<file path="config.mk">
export PLATFORM = sky130hd
export DESIGN_NAME = usb_desc_reader_flat
export DESIGN_NICKNAME = d
export VERILOG_FILES = /design/src/rtl/usb_desc_reader_if.sv /design/src/rtl/usb_desc_reader.sv /design/src/flat_wrapper.sv
export SDC_FILE = /design/constraint.sdc
export NUM_CORES = 1
export LEC_CHECK = 0
export ABC_AREA = 1
export ABC_CLOCK_PERIOD_IN_PS = 4900
export CORE_MARGIN = 4
export CORE_UTILIZATION = 45
export DETAILED_ROUTE_END_ITERATION = 6
export PLACE_DENSITY = 0.86
export SYNTH_ARGS = -nofsm -noshare
export SYNTH_HDL_FRONTEND = slang
export SYNTH_SLANG_ARGS = --single-unit
</file>
<file path="constraint.sdc">
create_clock -name CLK -period 4.9 [get_ports CLK]
set_input_delay 0.49 -clock CLK [delete_from_list [all_inputs] [get_ports CLK]]
set_output_delay 0.49 -clock CLK [all_outputs]
set_load 0.01 [all_outputs]
</file>
<file path="src/rtl/usb_desc_reader_if.sv">
// rtl/usb_desc_reader_if.sv - request, descriptor ROM map and EP0 TX handshake bundle
interface usb_desc_reader_if;
  logic        i_req;
  logic [15:0] i_wvalue;
  logic [15:0] i_wlength;
  logic        i_hs;
  logic        i_abort;
  logic [15:0] i_desc_dev_addr;
  logic [15:0] i_desc_dev_len;
  logic [15:0] i_desc_qual_addr;
  logic [15:0] i_desc_qual_len;
  logic [15:0] i_desc_fscfg_addr;
  logic [15:0] i_desc_fscfg_len;
  logic [15:0] i_desc_hscfg_addr;
  logic [15:0] i_desc_hscfg_len;
  logic [15:0] i_desc_oscfg_addr;
  logic [15:0] i_desc_strlang_addr;
  logic [15:0] i_desc_strvendor_addr;
  logic [15:0] i_desc_strvendor_len;
  logic [15:0] i_desc_strproduct_addr;
  logic [15:0] i_desc_strproduct_len;
  logic [15:0] i_desc_strserial_addr;
  logic [15:0] i_desc_strserial_len;
  logic        i_descrom_have_strings;
  logic [15:0] o_descrom_raddr;
  logic [7:0]  i_descrom_rdat;
  logic [7:0]  o_txdat;
  logic        o_txval;
  logic        i_txrdy;
  logic        o_txpktend;
  logic        i_pktack;
  logic        o_zlp;
  logic        o_done;
  logic        o_stall;

  modport slave (
    input  i_req, i_wvalue, i_wlength, i_hs, i_abort,
    input  i_desc_dev_addr, i_desc_dev_len, i_desc_qual_addr, i_desc_qual_len,
    input  i_desc_fscfg_addr, i_desc_fscfg_len, i_desc_hscfg_addr, i_desc_hscfg_len,
    input  i_desc_oscfg_addr, i_desc_strlang_addr,
    input  i_desc_strvendor_addr, i_desc_strvendor_len,
    input  i_desc_strproduct_addr, i_desc_strproduct_len,
    input  i_desc_strserial_addr, i_desc_strserial_len,
    input  i_descrom_have_strings, i_descrom_rdat, i_txrdy, i_pktack,
    output o_descrom_raddr, o_txdat, o_txval, o_txpktend, o_zlp, o_done, o_stall
  );

  modport master (
    output i_req, i_wvalue, i_wlength, i_hs, i_abort,
    output i_desc_dev_addr, i_desc_dev_len, i_desc_qual_addr, i_desc_qual_len,
    output i_desc_fscfg_addr, i_desc_fscfg_len, i_desc_hscfg_addr, i_desc_hscfg_len,
    output i_desc_oscfg_addr, i_desc_strlang_addr,
    output i_desc_strvendor_addr, i_desc_strvendor_len,
    output i_desc_strproduct_addr, i_desc_strproduct_len,
    output i_desc_strserial_addr, i_desc_strserial_len,
    output i_descrom_have_strings, i_descrom_rdat, i_txrdy, i_pktack,
    input  o_descrom_raddr, o_txdat, o_txval, o_txpktend, o_zlp, o_done, o_stall
  );
endinterface

</file>
<file path="src/rtl/usb_desc_reader.sv">
// rtl/usb_desc_reader.sv - EP0 GET_DESCRIPTOR ROM streamer; DESC_OTHER_SPEED_EN enables type 7
module usb_desc_reader #(
  parameter int MAXPKT = 64
) (
  input  logic             CLK,
  input  logic             RESET_N,
  usb_desc_reader_if.slave bus
);

  localparam int         PW       = $clog2(MAXPKT);
  localparam logic [6:0] PKT_LAST = 7'(MAXPKT - 1);

  typedef enum logic [2:0] {
    S_IDLE, S_LOOKUP, S_SEND, S_PKTWAIT, S_ZLP, S_STALL
  } state_t;

  state_t      state_q, state_d;
  logic [15:0] wvalue_q, wvalue_d;
  logic [15:0] wlength_q, wlength_d;
  logic        hs_q, hs_d;
  logic [15:0] raddr_q, raddr_d;
  logic [15:0] base_q, base_d;
  logic [15:0] remaining_q, remaining_d;
  logic [15:0] total_q, total_d;
  logic [6:0]  pktcnt_q, pktcnt_d;
  logic        zlp_sent_q, zlp_sent_d;
  logic        os_q, os_d;
  logic        done_q, done_d;

  logic        sel_ok;
  logic        sel_os;
  logic [15:0] sel_base;
  logic [15:0] sel_len;
  logic [16:0] sel_end;
  logic [15:0] sel_eff;
  logic [15:0] offset;
  logic        pkt_end;

  // Decode the latched wValue into a ROM base/length pair.
  always_comb begin
    sel_ok   = 1'b1;
    sel_os   = 1'b0;
    sel_base = '0;
    sel_len  = '0;
    case (wvalue_q[15:8])
      8'h01: begin
        sel_base = bus.i_desc_dev_addr;
        sel_len  = bus.i_desc_dev_len;
      end
      8'h02: begin
        sel_base = hs_q ? bus.i_desc_hscfg_addr : bus.i_desc_fscfg_addr;
        sel_len  = hs_q ? bus.i_desc_hscfg_len  : bus.i_desc_fscfg_len;
      end
      8'h03: begin
        if (!bus.i_descrom_have_strings) begin
          sel_ok = 1'b0;
        end else begin
          case (wvalue_q[7:0])
            8'h00: begin sel_base = bus.i_desc_strlang_addr;    sel_len = 16'd4; end
            8'h01: begin sel_base = bus.i_desc_strvendor_addr;  sel_len = bus.i_desc_strvendor_len; end
            8'h02: begin sel_base = bus.i_desc_strproduct_addr; sel_len = bus.i_desc_strproduct_len; end
            8'h03: begin sel_base = bus.i_desc_strserial_addr;  sel_len = bus.i_desc_strserial_len; end
            default: sel_ok = 1'b0;
          endcase
        end
      end
      8'h06: begin
        sel_base = bus.i_desc_qual_addr;
        sel_len  = bus.i_desc_qual_len;
      end
`ifdef DESC_OTHER_SPEED_EN
      8'h07: begin
        // Other-speed config reuses the opposite-speed config body; only
        // bDescriptorType (offset 1) comes from a separate ROM byte.
        sel_base = hs_q ? bus.i_desc_fscfg_addr : bus.i_desc_hscfg_addr;
        sel_len  = hs_q ? bus.i_desc_fscfg_len  : bus.i_desc_hscfg_len;
        sel_os   = 1'b1;
      end
`endif
      default: sel_ok = 1'b0;
    endcase
  end

  // A descriptor may end exactly at the top of the address space, not beyond.
  assign sel_end = {1'b0, sel_base} + {1'b0, sel_len};
  assign sel_eff = (sel_len < wlength_q) ? sel_len : wlength_q;
  assign offset  = total_q - remaining_q;
  assign pkt_end = (state_q == S_SEND) && ((pktcnt_q == PKT_LAST) || (remaining_q == 16'd1));

  // Transfer sequencing: next state and counter updates; abort overrides all.
  always_comb begin
    state_d     = state_q;
    wvalue_d    = wvalue_q;
    wlength_d   = wlength_q;
    hs_d        = hs_q;
    raddr_d     = raddr_q;
    base_d      = base_q;
    remaining_d = remaining_q;
    total_d     = total_q;
    pktcnt_d    = pktcnt_q;
    zlp_sent_d  = zlp_sent_q;
    os_d        = os_q;
    done_d      = 1'b0;
    case (state_q)
      S_IDLE, S_STALL: begin
        if (bus.i_req) begin
          wvalue_d  = bus.i_wvalue;
          wlength_d = bus.i_wlength;
          hs_d      = bus.i_hs;
          state_d   = S_LOOKUP;
        end
      end
      S_LOOKUP: begin
        if (!sel_ok || (sel_end > 17'h10000)) begin
          state_d = S_STALL;
        end else if (sel_eff == 16'd0) begin
          done_d  = 1'b1;
          state_d = S_IDLE;
        end else begin
          raddr_d     = sel_base;
          base_d      = sel_base;
          remaining_d = sel_eff;
          total_d     = sel_eff;
          pktcnt_d    = '0;
          zlp_sent_d  = 1'b0;
          os_d        = sel_os;
          state_d     = S_SEND;
        end
      end
      S_SEND: begin
        if (bus.i_txrdy) begin
          remaining_d = remaining_q - 16'd1;
          // Hold the address on the final byte so it never wraps past 0xFFFF.
          if (os_q && (offset == 16'd0)) begin
            raddr_d = bus.i_desc_oscfg_addr;
          end else if (remaining_q != 16'd1) begin
            raddr_d = (os_q && (offset == 16'd1)) ? (base_q + 16'd2) : (raddr_q + 16'd1);
          end
          if (pkt_end) begin
            pktcnt_d = '0;
            state_d  = S_PKTWAIT;
          end else begin
            pktcnt_d = pktcnt_q + 7'd1;
          end
        end
      end
      S_PKTWAIT: begin
        if (bus.i_pktack) begin
          if (remaining_q != 16'd0) begin
            state_d = S_SEND;
          end else if (!zlp_sent_q && (total_q[PW-1:0] == '0) && (total_q < wlength_q)) begin
            state_d = S_ZLP;
          end else begin
            done_d  = 1'b1;
            state_d = S_IDLE;
          end
        end
      end
      S_ZLP: begin
        if (bus.i_txrdy) begin
          zlp_sent_d = 1'b1;
          state_d    = S_PKTWAIT;
        end
      end
      default: state_d = S_IDLE;
    endcase
    if (bus.i_abort) begin
      state_d = S_IDLE;
      done_d  = 1'b0;
    end
  end

  // State and datapath registers with synchronous active-low reset.
  always_ff @(posedge CLK) begin
    if (!RESET_N) begin
      state_q     <= S_IDLE;
      wvalue_q    <= '0;
      wlength_q   <= '0;
      hs_q        <= 1'b0;
      raddr_q     <= '0;
      base_q      <= '0;
      remaining_q <= '0;
      total_q     <= '0;
      pktcnt_q    <= '0;
      zlp_sent_q  <= 1'b0;
      os_q        <= 1'b0;
      done_q      <= 1'b0;
    end else begin
      state_q     <= state_d;
      wvalue_q    <= wvalue_d;
      wlength_q   <= wlength_d;
      hs_q        <= hs_d;
      raddr_q     <= raddr_d;
      base_q      <= base_d;
      remaining_q <= remaining_d;
      total_q     <= total_d;
      pktcnt_q    <= pktcnt_d;
      zlp_sent_q  <= zlp_sent_d;
      os_q        <= os_d;
      done_q      <= done_d;
    end
  end

  assign bus.o_descrom_raddr = raddr_q;
  assign bus.o_txdat         = bus.i_descrom_rdat;
  assign bus.o_txval         = (state_q == S_SEND);
  assign bus.o_txpktend      = pkt_end;
  assign bus.o_zlp           = (state_q == S_ZLP);
  assign bus.o_stall         = (state_q == S_STALL);
  assign bus.o_done          = done_q;

endmodule
</file>
<file path="src/flat_wrapper.sv">
// flat-port wrapper written by rule: the top's interface ports become plain ports
module usb_desc_reader_flat 
#(
  parameter int MAXPKT = 64
)
  (CLK, RESET_N, bus_i_req, bus_i_wvalue, bus_i_wlength, bus_i_hs, bus_i_abort, bus_i_desc_dev_addr, bus_i_desc_dev_len, bus_i_desc_qual_addr, bus_i_desc_qual_len, bus_i_desc_fscfg_addr, bus_i_desc_fscfg_len, bus_i_desc_hscfg_addr, bus_i_desc_hscfg_len, bus_i_desc_oscfg_addr, bus_i_desc_strlang_addr, bus_i_desc_strvendor_addr, bus_i_desc_strvendor_len, bus_i_desc_strproduct_addr, bus_i_desc_strproduct_len, bus_i_desc_strserial_addr, bus_i_desc_strserial_len, bus_i_descrom_have_strings, bus_i_descrom_rdat, bus_i_txrdy, bus_i_pktack, bus_o_descrom_raddr, bus_o_txdat, bus_o_txval, bus_o_txpktend, bus_o_zlp, bus_o_done, bus_o_stall);
  usb_desc_reader_if bus_i ();
  input  logic CLK;
  input  logic RESET_N;
  input wire logic [$bits(bus_i.i_req)-1:0] bus_i_req;
  input wire logic [$bits(bus_i.i_wvalue)-1:0] bus_i_wvalue;
  input wire logic [$bits(bus_i.i_wlength)-1:0] bus_i_wlength;
  input wire logic [$bits(bus_i.i_hs)-1:0] bus_i_hs;
  input wire logic [$bits(bus_i.i_abort)-1:0] bus_i_abort;
  input wire logic [$bits(bus_i.i_desc_dev_addr)-1:0] bus_i_desc_dev_addr;
  input wire logic [$bits(bus_i.i_desc_dev_len)-1:0] bus_i_desc_dev_len;
  input wire logic [$bits(bus_i.i_desc_qual_addr)-1:0] bus_i_desc_qual_addr;
  input wire logic [$bits(bus_i.i_desc_qual_len)-1:0] bus_i_desc_qual_len;
  input wire logic [$bits(bus_i.i_desc_fscfg_addr)-1:0] bus_i_desc_fscfg_addr;
  input wire logic [$bits(bus_i.i_desc_fscfg_len)-1:0] bus_i_desc_fscfg_len;
  input wire logic [$bits(bus_i.i_desc_hscfg_addr)-1:0] bus_i_desc_hscfg_addr;
  input wire logic [$bits(bus_i.i_desc_hscfg_len)-1:0] bus_i_desc_hscfg_len;
  input wire logic [$bits(bus_i.i_desc_oscfg_addr)-1:0] bus_i_desc_oscfg_addr;
  input wire logic [$bits(bus_i.i_desc_strlang_addr)-1:0] bus_i_desc_strlang_addr;
  input wire logic [$bits(bus_i.i_desc_strvendor_addr)-1:0] bus_i_desc_strvendor_addr;
  input wire logic [$bits(bus_i.i_desc_strvendor_len)-1:0] bus_i_desc_strvendor_len;
  input wire logic [$bits(bus_i.i_desc_strproduct_addr)-1:0] bus_i_desc_strproduct_addr;
  input wire logic [$bits(bus_i.i_desc_strproduct_len)-1:0] bus_i_desc_strproduct_len;
  input wire logic [$bits(bus_i.i_desc_strserial_addr)-1:0] bus_i_desc_strserial_addr;
  input wire logic [$bits(bus_i.i_desc_strserial_len)-1:0] bus_i_desc_strserial_len;
  input wire logic [$bits(bus_i.i_descrom_have_strings)-1:0] bus_i_descrom_have_strings;
  input wire logic [$bits(bus_i.i_descrom_rdat)-1:0] bus_i_descrom_rdat;
  input wire logic [$bits(bus_i.i_txrdy)-1:0] bus_i_txrdy;
  input wire logic [$bits(bus_i.i_pktack)-1:0] bus_i_pktack;
  output wire logic [$bits(bus_i.o_descrom_raddr)-1:0] bus_o_descrom_raddr;
  output wire logic [$bits(bus_i.o_txdat)-1:0] bus_o_txdat;
  output wire logic [$bits(bus_i.o_txval)-1:0] bus_o_txval;
  output wire logic [$bits(bus_i.o_txpktend)-1:0] bus_o_txpktend;
  output wire logic [$bits(bus_i.o_zlp)-1:0] bus_o_zlp;
  output wire logic [$bits(bus_i.o_done)-1:0] bus_o_done;
  output wire logic [$bits(bus_i.o_stall)-1:0] bus_o_stall;
  assign bus_i.i_req = bus_i_req;
  assign bus_i.i_wvalue = bus_i_wvalue;
  assign bus_i.i_wlength = bus_i_wlength;
  assign bus_i.i_hs = bus_i_hs;
  assign bus_i.i_abort = bus_i_abort;
  assign bus_i.i_desc_dev_addr = bus_i_desc_dev_addr;
  assign bus_i.i_desc_dev_len = bus_i_desc_dev_len;
  assign bus_i.i_desc_qual_addr = bus_i_desc_qual_addr;
  assign bus_i.i_desc_qual_len = bus_i_desc_qual_len;
  assign bus_i.i_desc_fscfg_addr = bus_i_desc_fscfg_addr;
  assign bus_i.i_desc_fscfg_len = bus_i_desc_fscfg_len;
  assign bus_i.i_desc_hscfg_addr = bus_i_desc_hscfg_addr;
  assign bus_i.i_desc_hscfg_len = bus_i_desc_hscfg_len;
  assign bus_i.i_desc_oscfg_addr = bus_i_desc_oscfg_addr;
  assign bus_i.i_desc_strlang_addr = bus_i_desc_strlang_addr;
  assign bus_i.i_desc_strvendor_addr = bus_i_desc_strvendor_addr;
  assign bus_i.i_desc_strvendor_len = bus_i_desc_strvendor_len;
  assign bus_i.i_desc_strproduct_addr = bus_i_desc_strproduct_addr;
  assign bus_i.i_desc_strproduct_len = bus_i_desc_strproduct_len;
  assign bus_i.i_desc_strserial_addr = bus_i_desc_strserial_addr;
  assign bus_i.i_desc_strserial_len = bus_i_desc_strserial_len;
  assign bus_i.i_descrom_have_strings = bus_i_descrom_have_strings;
  assign bus_i.i_descrom_rdat = bus_i_descrom_rdat;
  assign bus_i.i_txrdy = bus_i_txrdy;
  assign bus_i.i_pktack = bus_i_pktack;
  assign bus_o_descrom_raddr = bus_i.o_descrom_raddr;
  assign bus_o_txdat = bus_i.o_txdat;
  assign bus_o_txval = bus_i.o_txval;
  assign bus_o_txpktend = bus_i.o_txpktend;
  assign bus_o_zlp = bus_i.o_zlp;
  assign bus_o_done = bus_i.o_done;
  assign bus_o_stall = bus_i.o_stall;
  usb_desc_reader #(.MAXPKT(MAXPKT)) u_core (.CLK(CLK), .RESET_N(RESET_N), .bus(bus_i));
endmodule
</file>
* After elaboration in Yosys (flattened, before gate mapping) *
Cells that the tools add are included.

word-level totals
  bits in registers = 93
  latch bits = 0
  memory bits (writable) = 0
  ROM bits = 0
  input bits = 304
  memories = 0

cells by class
  $add $sub $neg = 4
  multiply operators = 0
  divide/modulo/power cells = 0
  order comparisons = 3
  equality and inequality tests = 23
  shift operators = 0
  mux-type cells = 46
  bitwise logic cells = 3
  reduce and logical (&&, ||, !) cells = 24

operators with widths
  operator                 number
  $pmux W16 S4             4
  $mux W16                 12
  $pmux W16 S2             2
  $eq A8 B2 Y1 const B     4
  $lt A16 B16 Y1           2
  $mux W7                  4
  $mux W3                  8
  $add A16 B16 Y17         1
  $gt A17 B17 Y1 const B   1
  $add A16 B1 Y16 const B  1
  $eq A16 B1 Y1 const B    1
  $eq A8 B1 Y1 const B     2
  $logic_not A16 Y1        1
  $ne A16 B1 Y1 const B    1
  $reduce_bool A16 Y1      1
  $sub A16 B1 Y16 const B  1
  $pmux W3 S5              1
  $pmux W7 S2              1
  $ne A2 B2 Y1 const B     6
  $mux W1                  10
  $reduce_and A5 Y1        2
  $eq A8 B3 Y1 const B     1
  $logic_not A8 Y1         1
  $reduce_and A4 Y1        2
  other kinds (20)         33

* Depth between registers and ports, before layout *
  word-level depth = 10
  gate-level depth with buffers = 36
  gate-level depth less buffers = 33

* Worst setup path before layout *
OpenSTA, ideal clock, no wires.

  kind = input to register
  start point = input port bus_i_descrom_have_strings
  end point = register u_core.pktcnt_q[5]
  arrival = 4122 ps
  data required time = 4772 ps
  slack = 650 ps
  stages on the path = 33
  buffers on the path = 4
  path through = nand3_1 > nor2_1 > nand2_1 > nor2_4 > buf_6 > inv_1 > clkbuf_1 > buf_1 > o2111ai_1 > ha_1 > fa_1 > nand3_1 > nand3_1 > nand3_1 > nand2_1 > a21o_1 > nand2_1 > nand2_1 > nand2_1 > nand2_2 > nand2_1 > nand2_1 > nand2_1 > nand2_1 > nor2_1 > nand3_1 > nand2_1 > nand2_2 > nand2_4 > nand3_4 > buf_4 > o21ai_0 > nor2_1

between the ends
  cells in the longest elaborated chain, start to end = 7

ends and longest elaborated chain
  item                                                            line                                            RTL
  start, declared                                                 flat_wrapper.sv:31                              input wire logic [$bits(bus_i.i_descrom_have_strings)-1:0] bus_i_descrom_have_strings;
  $mux W16                                                        usb_desc_reader.sv:55                           if (!bus.i_descrom_have_strings) begin
  $pmux W16 S4                                                    usb_desc_reader.sv:45                           case (wvalue_q[15:8])
  $add A16 B16 Y17 / $lt A16 B16 Y1 (equally long branches)       usb_desc_reader.sv:85, usb_desc_reader.sv:86
  $gt A17 B17 Y1 / $mux W16 (equally long branches)               usb_desc_reader.sv:114, usb_desc_reader.sv:86
  $logic_or A1 B1 Y1 / $logic_not A16 Y1 (equally long branches)  usb_desc_reader.sv:114, usb_desc_reader.sv:116
  $ne A2 B2 Y1 (no source line)                                   -
  $reduce_and A4 Y1 (no source line) *                            -
  end signal, assigned                                            usb_desc_reader.sv:197                          pktcnt_q <= pktcnt_d;
  end, declared                                                   usb_desc_reader.sv:25                           logic [6:0] pktcnt_q, pktcnt_d;

Every way passes the cells marked *; elsewhere a longest branch is shown, timed or not.
A chain may end at the register's enable or synchronous reset.

* Worst setup path after layout *
  start point = register u_core.wvalue_q[6]
  end point = register u_core.remaining_q[6]

between the ends
  cells in the longest elaborated chain, start to end = 9

ends and longest elaborated chain
  item                                                                       line                                          RTL
  start, declared                                                            usb_desc_reader.sv:18                         logic [15:0] wvalue_q, wvalue_d;
  start signal, assigned                                                     usb_desc_reader.sv:190                        wvalue_q <= wvalue_d;
  $eq A8 B2 Y1 (tied with other cells)                                       usb_desc_reader.sv:58                         case (wvalue_q[7:0])
  $pmux W16 S4 / $reduce_or A4 Y1 (equally long branches)                    -
  $mux W16 / $mux W1 (equally long branches)                                 usb_desc_reader.sv:55, usb_desc_reader.sv:58
  $pmux W16 S4 / $mux W1 (equally long branches)                             usb_desc_reader.sv:45, usb_desc_reader.sv:55
  $add A16 B16 Y17 (tied with other cells)                                   usb_desc_reader.sv:85                         assign sel_end = {1'b0, sel_base} + {1'b0, sel_len};
  $gt A17 B17 Y1 (tied with other cells)                                     usb_desc_reader.sv:114                        if (!sel_ok || (sel_end > 17'h10000)) begin
  $logic_or A1 B1 Y1 (tied with other cells)                                 usb_desc_reader.sv:114
  $ne A2 B2 Y1 (no source line) / $mux W16 (equally long branches)           -
  $reduce_and A4 Y1 (no source line) / $pmux W16 S2 (equally long branches)  -
  end signal, assigned                                                       usb_desc_reader.sv:195                        remaining_q <= remaining_d;
  end, declared                                                              usb_desc_reader.sv:23                         logic [15:0] remaining_q, remaining_d;

Parallel ways exist; a longest one is shown, timed or not. The select of a mux whose other input is x is not followed.

==> summary.txt <==
Status
  – Status: finished, final reports clean

Floorplan
  – Die Y: 144 um
  – Initial Utilization: 46.1%
  – Ports: 333
  – Core ar.: 0.0181 sq mm
  – Total Die Area: 0.0208 sq mm
  – Die Wd: 144 um
  – Std cell rows: 49

Clocking
  – TritonCTS clock tree: yes
  – CTS sink cnt: 93
  – Hold-fix buffers at CTS: 0
  – CTS max path bufs: 2
  – Root Driver: clkbuf_16
  – Reg clk slew, reported paths: 70 ps
  – H-tree levels: 3
  – Total CTS buffers: 9
  – Skew-Pair Late Insertion Delay: 360 ps

Synth
  – Most used DFF post-synth: dfxtp_1
  – Mean Syn Cell Area: 6.10 sq um
  – Simple-gate share of the synthesized area: 36.2%
  – EDFF count, synth: 0
  – Post-synthesis mux area share: 0%
  – Async SR Flop Fraction: 0%
  – Syn Inst Count: 1366
  – Area contributors post-synth: dfxtp_1 22%, nand2_1 17%, nor2_1 7.4%
  – Register bit count reported by yosys: 93
  – Largest family of logic cells by synthesized area: simple AND/OR/NAND/NOR gates
  – XOR/XNOR Fraction of Synth Area: 1.47%
  – Yosys top cell by area: dfxtp_1
  – Complex-gate fraction of the synthesized area: 22.3%
  – Share of the synthesized area in the top cell type: 22.3%
  – Synthesized area: 0.00833 sq mm
  – Count of cell types in the netlist: 54
  – Synthesized-area fraction occupied by adder cells: 7.60%
  – Synth Net Count: 1720
  – Yosys warns: 0
  – Seq/Total Area, Yosys: 22.3%

Timing
  – Slew HR: 37.7%
  – Slew Viols, Final: 0
  – # setup viols final: 0
  – Slew @ Worst Pin: 933 ps
  – Clock skew: 10.2 ps
  – Fmax: 212 MHz
  – Hold Fails Final Rpt: 0
  – Tmin final: 4720 ps
  – Tcrit/Tclk final: 96.4%
  – Worst hold margin: 441 ps
  – Fin Setup TNS: 0 ps
  – Setup WS post-layout: 177 ps

Setup path
  – CP Max Fanout: 16
  – Critical Path Start: u_core.wvalue_q[6]$_SDFFE_PN0P_
  – Critical path type: flop to flop
  – CP dominant cell by count: nand2_1
  – CP peak stage delay: 400 ps
  – Crit end category: flop
  – R2r endpoint: u_core.remaining_q[6]$_SDFFE_PN0P_
  – Reg2reg start: u_core.wvalue_q[6]$_SDFFE_PN0P_
  – FF-to-FF path depth: 33
  – WP data arrival: 5000 ps
  – Startpoint Class: flop
  – Critical Path RT: 5170 ps
  – Slowest stage cell, crit path: fa_1
  – Worst reg2reg setup slack: 180 ps

Layout
  – Diode count: 0
  – Share of layout cells above drive strength 1: 8.57%
  – Post-route cell area: 0.0122 sq mm
  – Final std cells w/o fill: 1909
  – Final Util: 67.5%
  – Synthesis-to-finish area growth: 46.6%
  – Final nets: 2029

Pwr
  – Power density over cell area: 218 mW/mm^2
  – Power Total: 2.66 mW
  – Max IR drop VDD: 0.000202 V
  – Leak pwr: 5.34 nW

Placed design
  – Post-Place Worst Slack: -21.2 ps
  – Detailed Place HPWL: 28100 um
  – Placed cell area: 0.0117 sq mm
  – PortBufs: 300
  – Post-Place Cells: 1877
  – GP Congestion: 1.05

Worst hold path
  – Worst Hold Path Cells: 2
  – Min-delay src: u_core.pktcnt_q[6]$_SDFFE_PN0P_
  – Hold EP: u_core.pktcnt_q[6]$_SDFFE_PN0P_
  – Hold Path Class: flop to flop

Global routing
  – Grt total ovfl: 0
  – M2 GR Usage: 54.1%
  – Pin count of the biggest net entering global routing: 73
  – Met1 GRT Util: 39.6%
  – Most Crowded Layer GR: met2
  – Global Route met3 Usage: 6.88%
  – First-pass GRT wire length: 51800 um
  – Total global-route track usage: 31.8%
  – Vias in the first global route: 9933
  – Initial antenna violation count: 1

Route
  – Vias/cell: 5.65
  – Post-DRT Antenna Nets: 0
  – Pre-antenna DRT Iters: 6
  – Via count: 10800
  – Final WL: 34900 um
  – WL per Instance: 18.3 um
  – DRC viols: 0
  – Iteration-0 DRC Markers: 1025

Job
  – Max-cap violation count: 0
## cells by family (layout without fill, tap and decap cells)
kind of cell,count (synthesis),after routing
xor+xnor,14,14
compound gates,306,306
buf+inv,194,507
simple gates,709,710
fa+ha+maj,50,50
flops,93,93
## where the power goes
| group | total (mW) | switching, mW | internal (mW) |
|---|---|---|---|
| clock network | 0.784 | 0.319 | 0.466 |
| registers | 0.844 | 0.0406 | 0.804 |
| logic | 1.04 | 0.561 | 0.475 |
## critical path, delay by kind of cell (launching register included)
| family | cells | cell delay [ps] |
|---|---|---|
| DFF | 1 | 340 |
| buffers and inverters | 3 | 520 |
| and+or+nand+nor | 23 | 2120 |
| AOI/OAI and AO/OA | 5 | 990 |
| adders and majority gates | 2 | 670 |
## registers in the layout, summed over array words and instances (netlist names)
| name | count |
|---|---|
| u_core.bus.o_descrom_raddr | 16 |
| u_core.remaining_q | 16 |
| u_core.total_q | 16 |
| u_core.wlength_q | 16 |
| u_core.wvalue_q | 16 |
| u_core.pktcnt_q | 7 |
| u_core.state_q | 3 |
| u_core.bus.o_done | 1 |
| u_core.hs_q | 1 |
| u_core.zlp_sent_q | 1 |
## cells in the final DEF, fill, tap and decap left out, types with 5 or more instances in the layout
| cell | n |
|---|---|
| nand4_1 | 13 |
| nand2_1 | 384 |
| nor2_2 | 5 |
| o2111ai_1 | 16 |
| ha_1 | 49 |
| dfxtp_1 | 93 |
| xor2_1 | 8 |
| nor2_1 | 164 |
| xnor2_1 | 6 |
| o21ai_1 | 6 |
| nor4_1 | 6 |
| nand3_1 | 82 |
| clkbuf_16 | 9 |
| or2_2 | 17 |
| nand2_2 | 8 |
| a221oi_1 | 19 |
| o21ai_0 | 100 |
| o211ai_1 | 9 |
| clkdlybuf4s50_1 | 299 |
| buf_4 | 61 |
| a22o_1 | 22 |
| inv_2 | 5 |
| nor3_1 | 12 |
| a21oi_1 | 102 |
| inv_1 | 115 |
| a31oi_1 | 6 |
## routing by layer
metal	up-vias	wire length [um]
met5	-	15
met4	2	1130
met3	83	3810
met2	590	16500
met1	4930	13500
li1	5183	-
## synth_stat cells (3+ instances only)
| master | number |
|---|---|
| a21oi_1 | 103 |
| o211ai_1 | 9 |
| buf_1 | 4 |
| a211oi_1 | 3 |
| dfxtp_1 | 93 |
| or2_2 | 17 |
| nor2_2 | 5 |
| clkbuf_1 | 41 |
| a21o_1 | 4 |
| o21ai_0 | 102 |
| inv_2 | 6 |
| nand2_2 | 6 |
| xnor2_1 | 6 |
| o21ai_1 | 4 |
| buf_4 | 12 |
| nand2_1 | 386 |
| a31oi_1 | 6 |
| nor2_1 | 164 |
| xor2_1 | 8 |
| nand3_1 | 82 |
| nand3b_1 | 3 |
| a221oi_1 | 22 |
| nand2_4 | 3 |
| a22o_1 | 22 |
| nor3_1 | 13 |
| nand4_1 | 13 |
| nor4_1 | 6 |
| o2111ai_1 | 18 |
| buf_6 | 8 |
| buf_2 | 4 |
| inv_1 | 118 |
| ha_1 | 49 |
## repair_timing
action,4_1_cts,5_1_grt
endpoints found under the setup margin,0,58
buffers inserted,0,14
gates resized for setup,0,18
## worst max path at each step
stage	endpoint	slack, ps
2_1_floorplan	u_core.pktcnt_q[5]$_SDFFE_PN0P_	650
3_5_place_dp	u_core.bus.o_descrom_raddr[0]$_SDFFE_PN0P_	-20
3_3_place_gp	u_core.bus.o_descrom_raddr[4]$_SDFFE_PN0P_	210
6_report	u_core.remaining_q[6]$_SDFFE_PN0P_	180
5_1_grt	u_core.remaining_q[6]$_SDFFE_PN0P_	-20
4_1_cts	u_core.bus.o_descrom_raddr[2]$_SDFFE_PN0P_	170
## area by class of cell
type | instances | area (sq um)
fill | 1573 | 5870
multi-input combinational | 1080 | 5700
timing repair buffer | 365 | 3540
sequential | 93 | 1860
inverter | 125 | 485
tap | 229 | 287
clock buffer | 10 | 239
clock inverter | 6 | 93.8
timing repair inverter | 1 | 5.00
Power figures use the tool's default switching activity.
